==> src/rtl/input_port.sv <==
// Router input unit: per-VC flit buffering, VC/switch allocation requests,
// a registered output stage and upstream credit return.
`ifndef FLIT_DATA_WIDTH
`define FLIT_DATA_WIDTH 32
`endif

module fifo #(
  parameter int WIDTH = 34,
  parameter int DEPTH = 8
) (
  input  logic             clk,
  input  logic             reset,
  input  logic             push_i,
  input  logic             pop_i,
  input  logic [WIDTH-1:0] indata_i,
  output logic [WIDTH-1:0] outdata_o,
  output logic             full_o,
  output logic             empty_o
);
  localparam int AW = (DEPTH > 1) ? $clog2(DEPTH) : 1;
  localparam int CW = $clog2(DEPTH + 1);

  logic [WIDTH-1:0] mem_q [DEPTH];
  logic [AW-1:0]    rdPtr_q, wrPtr_q;
  logic [CW-1:0]    count_q;
  logic             doPush, doPop;

  // A push always wins: a pop requested in the same cycle is silently lost.
  assign doPush    = push_i && !full_o;
  assign doPop     = pop_i && !empty_o && !push_i;
  assign full_o    = (count_q == CW'(DEPTH));
  assign empty_o   = (count_q == '0);
  assign outdata_o = mem_q[rdPtr_q];

  always_ff @(posedge clk) begin
    if (doPush) mem_q[wrPtr_q] <= indata_i;
  end

  always_ff @(posedge clk) begin
    if (reset) begin
      rdPtr_q <= '0;
      wrPtr_q <= '0;
      count_q <= '0;
    end else if (doPush) begin
      wrPtr_q <= (wrPtr_q == AW'(DEPTH - 1)) ? '0 : wrPtr_q + 1'b1;
      count_q <= count_q + 1'b1;
    end else if (doPop) begin
      rdPtr_q <= (rdPtr_q == AW'(DEPTH - 1)) ? '0 : rdPtr_q + 1'b1;
      count_q <= count_q - 1'b1;
    end
  end
endmodule

module input_port #(
  parameter int NUM_VC     = 4,
  parameter int FIFO_DEPTH = 8,
  parameter int DATA_WIDTH = `FLIT_DATA_WIDTH,
  parameter int VCW        = $clog2(NUM_VC)
) (
  input  logic                  clk,
  input  logic                  reset,
  input  logic                  in_valid,
  input  logic [VCW-1:0]        in_vc,
  input  logic [1:0]            in_type,
  input  logic [DATA_WIDTH-1:0] in_data,
  output logic [NUM_VC-1:0]     va_req,
  input  logic [NUM_VC-1:0]     va_grant,
  output logic [NUM_VC-1:0]     sa_req,
  input  logic [NUM_VC-1:0]     sa_grant,
  output logic                  out_valid,
  output logic [VCW-1:0]        out_vc,
  output logic [1:0]            out_type,
  output logic [DATA_WIDTH-1:0] out_data,
  output logic                  credit_valid,
  output logic [VCW-1:0]        credit_vc,
  output logic [NUM_VC-1:0]     vc_empty,
  output logic                  overflow_err,
  output logic                  proto_err
);
  localparam int FW = DATA_WIDTH + 2;

  typedef enum logic [1:0] {IDLE, WAIT_VA, ACTIVE} vcState_t;

  vcState_t              state_q [NUM_VC];
  logic [FW-1:0]         front [NUM_VC];
  logic [1:0]            frontType [NUM_VC];
  logic [NUM_VC-1:0]     full, empty, colMask, vaReq, saReq, discCand, popVec;
  logic                  grantValid, discValid, overflow;
  logic [VCW-1:0]        grantVc, discVc;

  logic                  outValid_q, creditValid_q, overflowErr_q, protoErr_q;
  logic [VCW-1:0]        outVc_q, creditVc_q;
  logic [1:0]            outType_q;
  logic [DATA_WIDTH-1:0] outData_q;

  for (genvar g = 0; g < NUM_VC; g++) begin : gVc
    fifo #(.WIDTH(FW), .DEPTH(FIFO_DEPTH)) uFifo (
      .clk       (clk),
      .reset     (reset),
      .push_i    (colMask[g]),
      .pop_i     (popVec[g]),
      .indata_i  ({in_type, in_data}),
      .outdata_o (front[g]),
      .full_o    (full[g]),
      .empty_o   (empty[g])
    );
    assign frontType[g] = front[g][FW-1 -: 2];
  end

  // A VC receiving a push this cycle must not pop, or the fifo would drop the pop.
  always_comb begin
    colMask  = '0;
    vaReq    = '0;
    saReq    = '0;
    discCand = '0;
    for (int v = 0; v < NUM_VC; v++) begin
      colMask[v]  = in_valid && (in_vc == VCW'(v));
      vaReq[v]    = (state_q[v] == WAIT_VA);
      saReq[v]    = (state_q[v] == ACTIVE) && !empty[v] && !colMask[v];
      discCand[v] = (state_q[v] == IDLE) && !empty[v] && !colMask[v] &&
                    (frontType[v][1] != frontType[v][0]);
    end
  end

  always_comb begin
    grantValid = 1'b0;
    grantVc    = '0;
    discValid  = 1'b0;
    discVc     = '0;
    popVec     = '0;
    for (int v = NUM_VC - 1; v >= 0; v--) begin
      if (sa_grant[v] && saReq[v]) begin
        grantValid = 1'b1;
        grantVc    = VCW'(v);
      end
      if (discCand[v]) begin
        discValid = 1'b1;
        discVc    = VCW'(v);
      end
    end
    if (grantValid) discValid = 1'b0;
    for (int v = 0; v < NUM_VC; v++) begin
      popVec[v] = (grantValid && grantVc == VCW'(v)) || (discValid && discVc == VCW'(v));
    end
  end

  assign overflow = |(colMask & full);

  // Per-VC FSMs plus the registered output, credit and error stages.
  always_ff @(posedge clk) begin
    if (reset) begin
      for (int v = 0; v < NUM_VC; v++) state_q[v] <= IDLE;
      outValid_q    <= 1'b0;
      outVc_q       <= '0;
      outType_q     <= '0;
      outData_q     <= '0;
      creditValid_q <= 1'b0;
      creditVc_q    <= '0;
      overflowErr_q <= 1'b0;
      protoErr_q    <= 1'b0;
    end else begin
      for (int v = 0; v < NUM_VC; v++) begin
        case (state_q[v])
          IDLE:    if (!empty[v] && frontType[v][1] == frontType[v][0]) state_q[v] <= WAIT_VA;
          WAIT_VA: if (va_grant[v]) state_q[v] <= ACTIVE;
          ACTIVE:  if (grantValid && grantVc == VCW'(v) && frontType[v][1]) state_q[v] <= IDLE;
          default: state_q[v] <= IDLE;
        endcase
      end
      outValid_q    <= grantValid;
      creditValid_q <= grantValid || discValid;
      if (grantValid) begin
        outVc_q    <= grantVc;
        outType_q  <= frontType[grantVc];
        outData_q  <= front[grantVc][DATA_WIDTH-1:0];
        creditVc_q <= grantVc;
      end else if (discValid) begin
        creditVc_q <= discVc;
      end
      if (overflow)  overflowErr_q <= 1'b1;
      if (discValid) protoErr_q    <= 1'b1;
    end
  end

  assign va_req       = vaReq;
  assign sa_req       = saReq;
  assign vc_empty     = empty;
  assign out_valid    = outValid_q;
  assign out_vc       = outVc_q;
  assign out_type     = outType_q;
  assign out_data     = outData_q;
  assign credit_valid = creditValid_q;
  assign credit_vc    = creditVc_q;
  assign overflow_err = overflowErr_q;
  assign proto_err    = protoErr_q;
endmodule

==> config.mk <==
export PLATFORM = sky130hd
export DESIGN_NAME = input_port
export DESIGN_NICKNAME = d
export VERILOG_FILES = /design/src/rtl/input_port.sv
export SDC_FILE = /design/constraint.sdc
export NUM_CORES = 1
export LEC_CHECK = 0
export CAP_MARGIN = 20
export CORE_MARGIN = 1
export CORE_UTILIZATION = 50
export CTS_BUF_LIST = sky130_fd_sc_hd__clkbuf_8
export CTS_CLUSTER_DIAMETER = 120
export DETAILED_ROUTE_END_ITERATION = 12
export HOLD_SLACK_MARGIN = 0.1
export PLACE_DENSITY = 0.66
export SETUP_SLACK_MARGIN = 0.15
export SYNTH_ARGS = -nofsm -noshare
export SYNTH_HDL_FRONTEND = slang
export SYNTH_SLANG_ARGS = --single-unit
export TNS_END_PERCENT = 5
==> constraint.sdc <==
create_clock -name clk -period 8.7 [get_ports clk]
set_input_delay 1.74 -clock clk [delete_from_list [all_inputs] [get_ports clk]]
set_output_delay 1.74 -clock clk [all_outputs]
set_load 0.005 [all_outputs]
==> impl_metrics.py <==
metrics = {
    "grt": {
        "grt_max_degree": 72,
        "antenna_found_initial": 5,
        "overflow": 0,
        "grt_pass1_wl_um": 159000,
        "first_global_vias": 24200,
        "grt_util_all_layers_pct": 23.7,
    },
    "timing": {
        "slew-limit-headroom_pct": 25.6,
        "timing.final.crit_share_pct": 60.5,
        "clock-skew-final_ps": 37.8,
        "finalHoldViolCount": 0,
        "tightest_slew_ps": 1120,
        "setup_violations": 0,
        "fin_setup_tns_ps": 0,
        "period_needed_ps": 5260,
        "slew_violations": 0,
        "rsz0062_at_grt": "false",
        "max_freq_ghz": 0.190,
    },
    "critical_path": {
        "slowest_delay_ps": 580,
        "cp_max_fo": 7,
        "endpoint_kind": "output port",
        "critPathRequiredTime_ps": 6960,
        "worstSetupPathType": "input pin to output port",
        "regToRegSetupSlack_ps": 4560,
        "crit_buf_inv": 2,
        "arrival_ps": 3520,
        "cp_cell_sequence": "clkdlybuf4s50_1 > nor3b_1 > nor3_1 > and2_1 > clkdlybuf4s50_1",
        "reg2reg_depth": 8,
        "cp_common_cell": "clkdlybuf4s50_1",
        "worst_setup_path_start_kind": "input pin",
        "critPathSlowestCell": "clkdlybuf4s50_1",
        "cp_top_family": "buffers and inverters",
    },
    "route": {
        "drc": 0,
        "via_count": 23000,
        "drt-initial-drc-count": 2327,
        "postRouteAntennaNets": 0,
        "wirelength_um": 108000,
        "drt_pass1_iterations": 5,
        "wire_per_inst_um": 28.4,
        "viasPerCell": 6.06,
    },
    "clock_tree": {
        "clk_latency_ps": 840,
        "cts_buffers": 184,
        "clock-sinks": 1190,
        "post_cts_resized": 0,
        "postCtsSetupBuffers": 0,
        "cts-root-buf": "clkbuf_8",
        "cts_buffer_depth": 3,
        "htreeDepth": 4,
        "cts_tree": "yes",
        "ctsHoldBuffers": 0,
        "clkTransAtPathRegs_ps": 60,
    },
    "logic_synthesis": {
        "syn-num-nets": 2314,
        "synth_edf_count": 1096,
        "synth_area_leaders": "edfxtp_1, mux4_2, dfxtp_1",
        "synthCells": 2239,
        "ys_warn_count": 0,
        "syn_area_per_cell_sq_um": 20.6,
        "yosysTopAreaCellShare_pct": 71.5,
        "yosys.cell_types.count": 62,
        "synth_top_cell_by_area": "edfxtp_1",
        "synthArstFlopShare_pct": 0,
        "yosysMostFrequentCell": "edfxtp_1",
        "synth.cells.most_frequent": "edfxtp_1, mux4_2, mux2i_1, dfxtp_1, nor2_1",
        "netlist_area_sq_um": 46000,
        "ys_seq_elements": 1190,
        "synth-seq-area-share_pct": 75.6,
        "synth_ff_type": "edfxtp_1",
    },
    "power": {
        "power_w": 0.0139,
        "power_density_nw_per_um2": 265,
        "leakage_nw": 16.5,
        "ir_drop_mv": 0.234,
    },
    "layout": {
        "drive_above_1_share_pct": 25.6,
        "post-route-util_pct": 58.0,
        "nNetsFinal": 2550,
        "stdcell_count": 3800,
        "area_growth_pct": 14.0,
        "fin_area_sq_um": 52500,
    },
    "die": {
        "rows": 110,
        "initial_core_util_pct": 50.8,
        "core-area_sq_um": 90600,
        "ios": 101,
        "die_area_sq_um": 93300,
        "die_w_um": 305,
        "fp.dieH_um": 305,
    },
    "hold_path": {
        "hold_start": "gVc[1].uFifo.rdPtr_q[1]$_SDFFE_PP0P_",
        "hp-class": "register to register",
        "whs_path_depth": 2,
    },
    "placed_design": {
        "portBuffers": 100,
        "placed_area_sq_um": 48700,
        "gp_congestion": 0.832,
        "hpwl_um": 57300,
        "dp.cells": 3454,
    },
    "job": {
        "drv_cap": 0,
    },
    "status": {
        "status": "finished clean",
    },
}
## cell families after synthesis
kind of cell / after synthesis / share of synthesized area (%)
simple gates: 269 / 2.94
compound gates: 191 / 2.64
mux: 423 / 16.7
flops: 1190 / 75.6
xor+xnor: 13 / 0.247
fa+ha+maj: 28 / 0.826
buf+inv: 125 / 1.08
## flip-flops by register name (all words and copies together), names as in the netlist, named ones only
signal / flops
state_q: 8
out_vc: 2
gVc.uFifo.mem_q: 1088
gVc.uFifo.rdPtr_q: 12
overflow_err: 1
credit_vc: 2
out_valid: 1
proto_err: 1
out_data: 32
out_type: 2
credit_valid: 1
gVc.uFifo.wrPtr_q: 12
gVc.uFifo.count_q: 16
## metal layers
layer / vias to the layer above / GRT usage (%) / wire [um]
li1: 9770 / - / -
met1: 12100 / 32.5 / 44700
met2: 968 / 37.5 / 51800
met3: 206 / 4.71 / 8200
met4: 2 / 9.37 / 3390
met5: - / 0 / 13
## tightest hold or removal path: cells and delay by family (launching register included)
family / cells / cell delay (ps)
compound gates: 1 / 60
flops: 1 / 310
simple gates: 1 / 60
## area by class of cell
class | count | area [sq um]
clock inverters | 142 | 887
clock buffers | 192 | 2640
multi-input cells | 924 | 10900
repair buffers | 167 | 1680
fillers | 6647 | 38100
diodes | 1 | 2.50
flip-flops and latches | 1190 | 34800
inverters | 8 | 30.0
well taps | 1176 | 1470
## layout by cell type, fill, tap and decap left out, types with 9 or more instances in the layout
cell             count
edfxtp_1          1096
mux4_2             272
clkbuf_8           192
mux2i_1            119
clkdlybuf4s50_1     99
dfxtp_1             82
nand2_1             73
a21oi_1             73
inv_1               68
nor2_1              66
buf_4               55
clkinv_1            36
o22ai_1             35
mux2_2              31
o211ai_1            30
o21ai_0             26
ha_1                24
clkinv_2            24
nor3_1              19
nor3_2              16
nor2_4              12
nand2b_1            11
xor2_1               9
## through the flow
stage               worst slack, ps  hold slack, ps
CTS                            3460             485
floorplan                      2220             450
detailed placement             3280             478
finish                         3440             481
global placement               3380             448
global route                   3390             506
## how the worst max path moves through the flow
| stage | from | to | slack [ps] | cells after the start |
|---|---|---|---|---|
| 3_3_place_gp | in_valid | register | 3380 | 8 |
| 4_1_cts | in_valid | sa_req[0] | 3460 | 5 |
| 3_5_place_dp | in_valid | register | 3280 | 8 |
| 5_1_grt | in_valid | sa_req[0] | 3390 | 5 |
| 2_1_floorplan | in_vc[0] | gVc[1].uFifo.mem_q[0][0]$_DFFE_PP_ | 2220 | 6 |
| 6_report | in_valid | sa_req[0] | 3440 | 5 |
## power by group
part | internal [W] | total [W] | switching, W
combinational | 0.00134 | 0.00263 | 0.00129
sequential | 0.00646 | 0.00682 | 0.000367
clock | 0.00230 | 0.00446 | 0.00215
total | 0.0101 | 0.0139 | 0.00381
Note: power is estimated with default switching activity, not from simulation.
==> edit (same settings) <==
Change the parameter `FIFO_DEPTH` from 8 to 16.
--- a/src/rtl/input_port.sv
+++ b/src/rtl/input_port.sv
@@ -54,5 +54,5 @@
 module input_port #(
   parameter int NUM_VC     = 4,
-  parameter int FIFO_DEPTH = 8,
+  parameter int FIFO_DEPTH = 16,
   parameter int DATA_WIDTH = `FLIT_DATA_WIDTH,
   parameter int VCW        = $clog2(NUM_VC)
Behaviour: same outputs for any inputs over 4 cycles, from zero or initial values and one cycle with reset high; that may be too few to reach the edited logic, so the function may still have changed.
==> edit against the unedited design <==
First-iteration DRC count increased by 91%; synthesized cell count increased by 70%; synthesized area increased by 91%; final area increased by 89%; routed wire length increased by 87%; combinational power increased by 59%; via count increased by 80%; setup slack improved by 0.0084 ns; critical path type unchanged; power increased by 81%; fmax increased by 0.16%; sequential cell count increased by 1104.
==> edit: results (changes against the unedited design) <==
- Reported net switching power: 6530 uW (+71%)
- Syn Nets: 3,899 (+68%)
- Setup slack of the most critical reg-to-reg path: 4.29 ns (-0.27 ns)
- Number of H-tree branching levels: 5 (+1)
- Clock buf/inv share: 6.64% (-0.080 points)
- Tapcell count: 2,325 (+98%)
- Fraction of final layout cells sized beyond drive strength 1: 30.6% (+5.0 points)
- Sequential-to-total area share from yosys stat: 76.9% (+1.4 points)
- Result of the run: complete, no violations
- Diodes inserted: 2 (+1)
- Multi-In Gates: 1,297 (+40%)
- Area occupied by multi-input gates: 19,700 sq um (+80%)
- Adder and majority cell fraction of the synthesized area: 0.545% (-0.28 points)
- Final-layout clock buffer total: 392 (+100%)
- DR iter-0 viols: 4,449 (+91%)
- Vias in the first global route: 42,190 (+75%)
- Compound-gate portion of the synthesized area: 1.42% (-1.2 points)
- Cell leakage power: 0.0310 uW (+88%)
- Sequential power share: 50.2% (+1.2 points)
- Non-clock buffers, area share: 2.14% (-1.1 points)
- Fill cell total of the finished layout: 12,529 (+88%)
- Global-route wire length before repair: 294 mm (+85%)
- Vias: 41,371 (+80%)
- Routability congestion estimate from global placement: 0.802 (-3.6%)
- Count of flip-flops with a built-in enable after synthesis: 2,184 (+99%)
- Count of TritonRoute iterations in the first routing pass: 7 (+2)
- Wire length per cell: 29.6 um (+4.2%)
[edit: changes by cell type in the layout (fill, tap and decap cells not counted), sizes merged, moves of 30 or more]
cell           unedited run  this run
clkinv                   62       119
mux2i                   120        64
a21oi                    74        44
clkbuf                  196       392
nor3                     35        65
clkdlybuf4s50            99        65
edfxtp                 1096      2184
buf                      64       157
o22a                      1        31
nor2                     78       132
mux2                     31         1
mux4                    272       674
inv                      77       158
[edit: worst max-delay path: stages]
cell and delay (ns):
clkdlybuf4s50_1 0.55, nor3b_1 0.61, nor3b_1 0.14, clkdlybuf4s50_1 0.47
[edit: routing by layer]
layer  part of all wire [%]  vias to the layer above  global-route usage [%]
li1                       -                    17124                       -
met1                     42                    22187                    33.5
met3                    8.1                      234                    4.66
met5                  0.010                        -                       0
met4                    1.8                        4                    6.01
met2                     48                     1822                    35.5
